===== src/rtl/comp_pkg.sv =====
// Shared widths, state encoding and width helpers for the complex
// multiply/accumulate datapath (comp_mul -> comp_acc).
package comp_pkg;

    // comp_mul output width, and therefore comp_acc input width.
    localparam int IN_W_DEFAULT = 17;
    // Valid samples summed into one accumulator dump.
    localparam int LEN_DEFAULT  = 8;

    typedef enum logic {
        IDLE = 1'b0,
        ACC  = 1'b1
    } acc_state_e;

    // Accumulator width that cannot overflow for len summed in_w-bit samples.
    function automatic int acc_width(input int in_w, input int len);
        return in_w + $clog2(len);
    endfunction

    // Sample counter width; it only ever holds 0 .. len-1.
    function automatic int cnt_width(input int len);
        return (len > 1) ? $clog2(len) : 1;
    endfunction

endpackage


===== src/rtl/comp_acc_lane.sv =====
// One signed accumulator lane: sign-extends each sample, adds it to the
// running sum, and on a dump moves the final sum to a held output register.
module comp_acc_lane #(
    parameter int IN_W  = 17,
    parameter int ACC_W = 20
) (
    input  logic                    clk,
    input  logic                    rst,
    input  logic signed [IN_W-1:0]  sample_i,
    input  logic                    add_i,
    input  logic                    dump_i,
    input  logic                    clr_i,
    output logic signed [ACC_W-1:0] sum_o
);

    logic signed [ACC_W-1:0] acc_q, acc_d;
    logic signed [ACC_W-1:0] out_q, out_d;
    logic signed [ACC_W-1:0] sample_ext;
    logic signed [ACC_W-1:0] sum;

    // The running sum is zero whenever no frame is open, so the first
    // sample of a frame needs no special load path.
    assign sample_ext = ACC_W'(sample_i);
    assign sum        = acc_q + sample_ext;
    assign sum_o      = out_q;

    // Next-state: abort clears the sum, a dump publishes it and restarts.
    always_comb begin
        acc_d = acc_q;
        out_d = out_q;
        if (clr_i) begin
            acc_d = '0;
        end else if (add_i) begin
            if (dump_i) begin
                out_d = sum;
                acc_d = '0;
            end else begin
                acc_d = sum;
            end
        end
    end

    // Accumulator and held output registers.
    always_ff @(posedge clk or posedge rst) begin
        if (rst) begin
            acc_q <= '0;
            out_q <= '0;
        end else begin
            acc_q <= acc_d;
            out_q <= out_d;
        end
    end

endmodule


===== src/rtl/comp_acc.sv =====
// Complex accumulator: sums LEN valid complex products into one dump,
// pulses out_valid for a cycle, and restarts with no bubble.
module comp_acc
    import comp_pkg::*;
#(
    parameter int IN_W = comp_pkg::IN_W_DEFAULT,
    parameter int LEN  = comp_pkg::LEN_DEFAULT
) (
    input  logic                                      clk,
    input  logic                                      rst,
    input  logic signed [IN_W-1:0]                    in_r,
    input  logic signed [IN_W-1:0]                    in_i,
    input  logic                                      in_en,
    input  logic                                      clr,
    output logic signed [comp_pkg::acc_width(IN_W, LEN)-1:0] out_r,
    output logic signed [comp_pkg::acc_width(IN_W, LEN)-1:0] out_i,
    output logic                                      out_valid,
    output logic                                      busy,
    output logic [7:0]                                frame_cnt
);

    localparam int ACC_W = acc_width(IN_W, LEN);
    localparam int CNT_W = cnt_width(LEN);
    localparam logic [CNT_W-1:0] LAST_CNT = CNT_W'(LEN - 1);

    acc_state_e       state_q, state_d;
    logic [CNT_W-1:0] cnt_q, cnt_d;
    logic [7:0]       frame_q, frame_d;
    logic             valid_q, valid_d;
    logic             last_sample;

    // cnt is 0 in IDLE, so with LEN==1 the very first sample is also the last.
    assign last_sample = (cnt_q == LAST_CNT);

    assign busy      = (state_q == ACC);
    assign out_valid = valid_q;
    assign frame_cnt = frame_q;

    // Frame sequencing: clr beats a sample, the last sample triggers a dump.
    always_comb begin
        state_d = state_q;
        cnt_d   = cnt_q;
        frame_d = frame_q;
        valid_d = 1'b0;
        if (clr) begin
            state_d = IDLE;
            cnt_d   = '0;
        end else if (in_en) begin
            if (last_sample) begin
                state_d = IDLE;
                cnt_d   = '0;
                frame_d = frame_q + 8'd1;
                valid_d = 1'b1;
            end else begin
                state_d = ACC;
                cnt_d   = cnt_q + 1'b1;
            end
        end
    end

    // Control state registers.
    always_ff @(posedge clk or posedge rst) begin
        if (rst) begin
            state_q <= IDLE;
            cnt_q   <= '0;
            frame_q <= '0;
            valid_q <= 1'b0;
        end else begin
            state_q <= state_d;
            cnt_q   <= cnt_d;
            frame_q <= frame_d;
            valid_q <= valid_d;
        end
    end

    comp_acc_lane #(
        .IN_W  (IN_W),
        .ACC_W (ACC_W)
    ) u_lane_r (
        .clk      (clk),
        .rst      (rst),
        .sample_i (in_r),
        .add_i    (in_en),
        .dump_i   (last_sample),
        .clr_i    (clr),
        .sum_o    (out_r)
    );

    comp_acc_lane #(
        .IN_W  (IN_W),
        .ACC_W (ACC_W)
    ) u_lane_i (
        .clk      (clk),
        .rst      (rst),
        .sample_i (in_i),
        .add_i    (in_en),
        .dump_i   (last_sample),
        .clr_i    (clr),
        .sum_o    (out_i)
    );

endmodule


===== config.mk =====
export PLATFORM = sky130hd
export DESIGN_NAME = comp_acc
export DESIGN_NICKNAME = d
export VERILOG_FILES = /design/src/rtl/comp_pkg.sv /design/src/rtl/comp_acc_lane.sv /design/src/rtl/comp_acc.sv
export SDC_FILE = /design/constraint.sdc
export NUM_CORES = 1
export LEC_CHECK = 0
export ABC_AREA = 1
export ABC_CLOCK_PERIOD_IN_PS = 8000
export CELL_PAD_IN_SITES_DETAIL_PLACEMENT = 0
export CELL_PAD_IN_SITES_GLOBAL_PLACEMENT = 1
export CORE_MARGIN = 1
export CORE_UTILIZATION = 30
export DETAILED_ROUTE_END_ITERATION = 10
export GPL_TIMING_DRIVEN = 0
export PLACE_DENSITY = 0.68
export SYNTH_ARGS = -nofsm -noshare
export SYNTH_HDL_FRONTEND = slang
export SYNTH_SLANG_ARGS = --single-unit

===== constraint.sdc =====
create_clock -name clk -period 8 [get_ports clk]
set_input_delay 1.6 -clock clk [delete_from_list [all_inputs] [get_ports clk]]
set_output_delay 1.6 -clock clk [all_outputs]
set_load 0.1 [all_outputs]

==> out/summary.log <==
[setup_path] arrival time worst endpoint 1940 ps
[routing] total routed wirelength 16.8 mm
[die] Core Rows 50
[placement] GPL Wtd Cong 0.852
[die] Initial Utilization 30.9%
[yosys] post-synthesis adder-cell area fraction 9.50%
[die] die boundary height 141 um
[routing] DRT antenna net count 0
[setup_path] worst setup path startpoint frame_cnt[4]$_DFFE_PP0P_
[yosys] FF+latch count, synth 93
[clock_tree] Clock transition at path regs 70 ps
[timing] Peak Freq 282 MHz
[clock_tree] CTS root buf sky130_fd_sc_hd__clkbuf_16
[global_route] global-route wire length before repair 27.8 mm
[setup_path] Crit Path Category reg -> out
[setup_path] Worst Setup End Kind primary output
[clock_tree] TritonCTS clock tree done
[setup_path] cell with the biggest individual delay on the critical path sky130_fd_sc_hd__clkdlybuf4s50_1
[yosys] nets in the synthesized netlist 892
[setup_path] capture instance of the worst register-to-register path u_lane_r.sum_o[16]$_DFFE_PP0P_
[timing] final-report setup violation count 0
[setup_path] startpoint of the lowest-slack register-to-register path u_lane_r.acc_q[0]$_DFFE_PP0P_
[die] ports placed on the boundary 88
[timing] largest clock skew in the final design 8.21 ps
[routing] count of routing violations after the opening detailed-route iteration 238
[pwr] Worst IR Drop VDD 0.111 mV
[clock_tree] post-cts gate resize count 0
[timing] Worst Max-Slew Pin Slew 997 ps
[yosys] synthesized instance count 811
[routing] length of the first detailed-routing pass in iterations 4
[timing] relative slew slack 33.3%
[yosys] largest family of logic cells by synthesized area simple AND/OR/NAND/NOR gates
[global_route] pin count of the biggest net entering global routing 70
[pwr] PwrDens 185 nW/um^2
[timing] number of hold violations in the final report 0
[setup_path] largest stage delay on the critical path 1160 ps
[setup_path] CP Buf/Inv Count 1
[setup_path] critical path, cell by cell clkdlybuf4s50_1
[global_route] number of global-route vias before repair 5517
[clock_tree] Clock Tree Buf Depth 2
[global_route] gr ovfl total 0
[global_route] total global routing track utilization 18.0%
[pwr] leakage power of the design 3.88 nW
[routing] via count of the routed design 5325
[clock_tree] post-CTS setup buffer count 0
[yosys] post-synthesis compound-gate area fraction 5.37%
[setup_path] critical path required time 6400 ps
[routing] mean number of vias per cell 4.53
[run_status] outcome completed
[die] die area 20000 um^2
[timing] Final Slew Violations 0
[global_route] antenna violations before repair 0
[yosys] sequential-to-total area share from yosys stat 40.0%
[yosys] average instance area after synthesis 7.18 um^2
[cells_and_area] antenna diode count 0
[setup_path] worst-path fanout max 5
[placement] half-perimeter wire length of the detailed placement result 12.9 mm
[setup_path] kind of cell with the highest combined delay on the critical path buffers and inverters
[cells_and_area] fraction of layout cells with a size suffix above 1 3.06%
[placement] port bufs 87
[timing] Setup TNS Final 0 ps
[cells_and_area] # nets final 991
[yosys] Syn. warnings 0
[timing] RSZ-0062 raised after global routing false
[timing] Hold WS 476 ps
[setup_path] depth of the worst register-to-register path 13
[die] Floorplan Core Area 18800 um^2
[yosys] XOR/XNOR share of the synthesized area 3.31%
[cells_and_area] Finished Layout Cells 1175
[setup_path] Worst path depth 1
[routing] count of unresolved DRC violations after routing 0
[clock_tree] # H-tree levels 3
[setup_path] CP endpoint frame_cnt[4]
[placement] number of placed cells counting well taps 1159
[clock_tree] Clk Latency, worst-skew pair 350 ps
[yosys] share of cell area taken by muxes after synthesis 0%
[routing] routed wirelength normalized by instance count 14.3 um
[timing] post-route clock period utilization 44.3%
[cells_and_area] final standard cell utilization of the core 39.1%
[setup_path] reg-to-reg slack, setup 5840 ps
[setup_path] launching element type of the critical path flip-flop
[min_path] worst hold path type reg -> reg
[die] Horiz. Die Dim 141 um
[clock_tree] Inserted Clock Buffers 9
[cells_and_area] synth-to-layout area growth 26.4%
[yosys] synthesized area 5820 um^2
[yosys] count of cell types in the netlist 25
[clock_tree] clk sinks 93
[timing] post-route minimum period 3540 ps
[yosys] fraction of the mapped netlist area in simple logic gates 35.5%
[clock_tree] cts-stage hold buffer count 0
[job] max-cap violations 0
cell families (layout without fill, tap and decap cells):
logic type               Yosys count  after routing
adder cells (fa/ha/maj)           43             43
flip-flops                        93             93
AO/OA/AOI/OAI                     61             61
XOR/XNOR                          22             22
AND/OR/NAND/NOR                  496            496
buffers and inverters             96            200
through the flow:
stage | area (um^2) | worst slack (ps) | power [mW]
final | 7350 | 4460 | 1.36
after global routing | 7350 | 4330 | 1.46
after CTS | 7350 | 4430 | 1.38
after detailed placement | 7050 | 4140 | 0.910
after global placement | 7020 | 2310 | 0.909
after floorplan | 5820 | 3980 | 0.801
state kept, by name, summed over array words and instances, names as in the netlist:
register        flops
u_lane_i.acc_q     20
u_lane_i.sum_o     20
u_lane_r.acc_q     20
u_lane_r.sum_o     20
frame_cnt           8
cnt_q               3
busy                1
out_valid           1
routing by layer:
metal / track usage [%] / wire (um) / part of all wire (%) / vias up
met5: 0 / 0 / 0 / -
met4: 6.12 / 327 / 1.9 / 0
met3: 2.97 / 470 / 2.8 / 22
met2: 30.1 / 7790 / 46 / 90
met1: 23.5 / 8230 / 49 / 2442
li1: - / - / - / 2771
cell usage in the layout (no fill, tap or decap):
| cell | Yosys | final |
|---|---|---|
| sky130_fd_sc_hd__clkinv_4 | 0 | 1 |
| sky130_fd_sc_hd__clkbuf_8 | 0 | 1 |
| sky130_fd_sc_hd__nand3_1 | 72 | 72 |
| sky130_fd_sc_hd__buf_2 | 5 | 5 |
| sky130_fd_sc_hd__inv_4 | 0 | 1 |
| sky130_fd_sc_hd__nand4_1 | 4 | 4 |
| sky130_fd_sc_hd__nor2_1 | 50 | 50 |
| sky130_fd_sc_hd__xor2_1 | 9 | 9 |
| sky130_fd_sc_hd__o21bai_1 | 2 | 2 |
| sky130_fd_sc_hd__inv_2 | 2 | 2 |
| sky130_fd_sc_hd__clkdlybuf4s50_1 | 0 | 87 |
| sky130_fd_sc_hd__nor3_1 | 4 | 4 |
| sky130_fd_sc_hd__clkbuf_1 | 9 | 9 |
| sky130_fd_sc_hd__dfrtp_1 | 93 | 93 |
| sky130_fd_sc_hd__buf_16 | 0 | 1 |
| sky130_fd_sc_hd__inv_1 | 79 | 78 |
| sky130_fd_sc_hd__clkinvlp_4 | 0 | 1 |
| sky130_fd_sc_hd__o22ai_1 | 2 | 2 |
| sky130_fd_sc_hd__xnor2_1 | 13 | 13 |
| sky130_fd_sc_hd__nand4_2 | 1 | 1 |
| sky130_fd_sc_hd__nand2_1 | 340 | 340 |
| sky130_fd_sc_hd__fa_1 | 2 | 2 |
| sky130_fd_sc_hd__nor2_4 | 1 | 1 |
| sky130_fd_sc_hd__o21ai_0 | 22 | 22 |
| sky130_fd_sc_hd__buf_1 | 1 | 1 |
| sky130_fd_sc_hd__nor2_2 | 1 | 1 |
| sky130_fd_sc_hd__nand3b_1 | 20 | 20 |
| sky130_fd_sc_hd__ha_1 | 41 | 41 |
| sky130_fd_sc_hd__clkbuf_16 | 0 | 9 |
| sky130_fd_sc_hd__a21oi_1 | 28 | 28 |
| sky130_fd_sc_hd__clkinv_2 | 0 | 1 |
| sky130_fd_sc_hd__bufinv_16 | 0 | 1 |
| sky130_fd_sc_hd__inv_6 | 0 | 2 |
| sky130_fd_sc_hd__o21ai_1 | 7 | 7 |
| sky130_fd_sc_hd__and2_1 | 3 | 3 |
cell usage after synthesis:
cell                       instances  area share (%)
sky130_fd_sc_hd__nor3_1            4            0.34
sky130_fd_sc_hd__nor2_2            1            0.11
sky130_fd_sc_hd__dfrtp_1          93              40
sky130_fd_sc_hd__clkbuf_1          9            0.58
sky130_fd_sc_hd__nand3_1          72             6.2
sky130_fd_sc_hd__o21ai_1           7            0.60
sky130_fd_sc_hd__buf_1             1           0.064
sky130_fd_sc_hd__xnor2_1          13             2.0
sky130_fd_sc_hd__o22ai_1           2            0.21
sky130_fd_sc_hd__o21ai_0          22             1.9
sky130_fd_sc_hd__o21bai_1          2            0.26
sky130_fd_sc_hd__inv_1            79             5.1
sky130_fd_sc_hd__nor2_1           50             3.2
sky130_fd_sc_hd__fa_1              2            0.69
sky130_fd_sc_hd__nand2_1         340              22
sky130_fd_sc_hd__nor2_4            1            0.19
sky130_fd_sc_hd__xor2_1            9             1.4
sky130_fd_sc_hd__nand3b_1         20             2.6
sky130_fd_sc_hd__ha_1             41             8.8
sky130_fd_sc_hd__a21oi_1          28             2.4
sky130_fd_sc_hd__inv_2             2            0.13
sky130_fd_sc_hd__nand4_2           1            0.21
sky130_fd_sc_hd__and2_1            3            0.32
sky130_fd_sc_hd__buf_2             5            0.43
sky130_fd_sc_hd__nand4_1           4            0.43
area by class of cell:
cell class | instances | area, um^2
Timing Repair Buffer | 88 | 898
Multi-Input combinational cell | 622 | 3130
Clock buffer | 10 | 239
Sequential cell | 93 | 2330
Buffer | 15 | 62.6
Inverter | 81 | 307
Clock inverter | 6 | 68.8
Fill cell | 2017 | 11500
Tap cell | 260 | 325
report_power, final:
group | leakage (nW) | internal [mW] | switching (mW)
combinational | 2.46 | 0.138 | 0.245
sequential | 1.26 | 0.499 | 0.0188
clock | 0.149 | 0.254 | 0.209
total | 3.88 | 0.891 | 0.472
how the worst min path moves through the flow:
stage,from,end,cells after the start
after global placement,cnt_q[1]$_DFFE_PP0P_,cnt_q[1]$_DFFE_PP0P_,2
after detailed placement,u_lane_i.sum_o[5]$_DFFE_PP0P_,u_lane_i.sum_o[5]$_DFFE_PP0P_,2
after CTS,frame_cnt[7]$_DFFE_PP0P_,frame_cnt[7]$_DFFE_PP0P_,1
after global routing,frame_cnt[7]$_DFFE_PP0P_,frame_cnt[7]$_DFFE_PP0P_,1
after floorplan,cnt_q[1]$_DFFE_PP0P_,cnt_q[1]$_DFFE_PP0P_,2
final,u_lane_i.sum_o[5]$_DFFE_PP0P_,u_lane_i.sum_o[5]$_DFFE_PP0P_,2
Power figures use the tool's default switching activity.
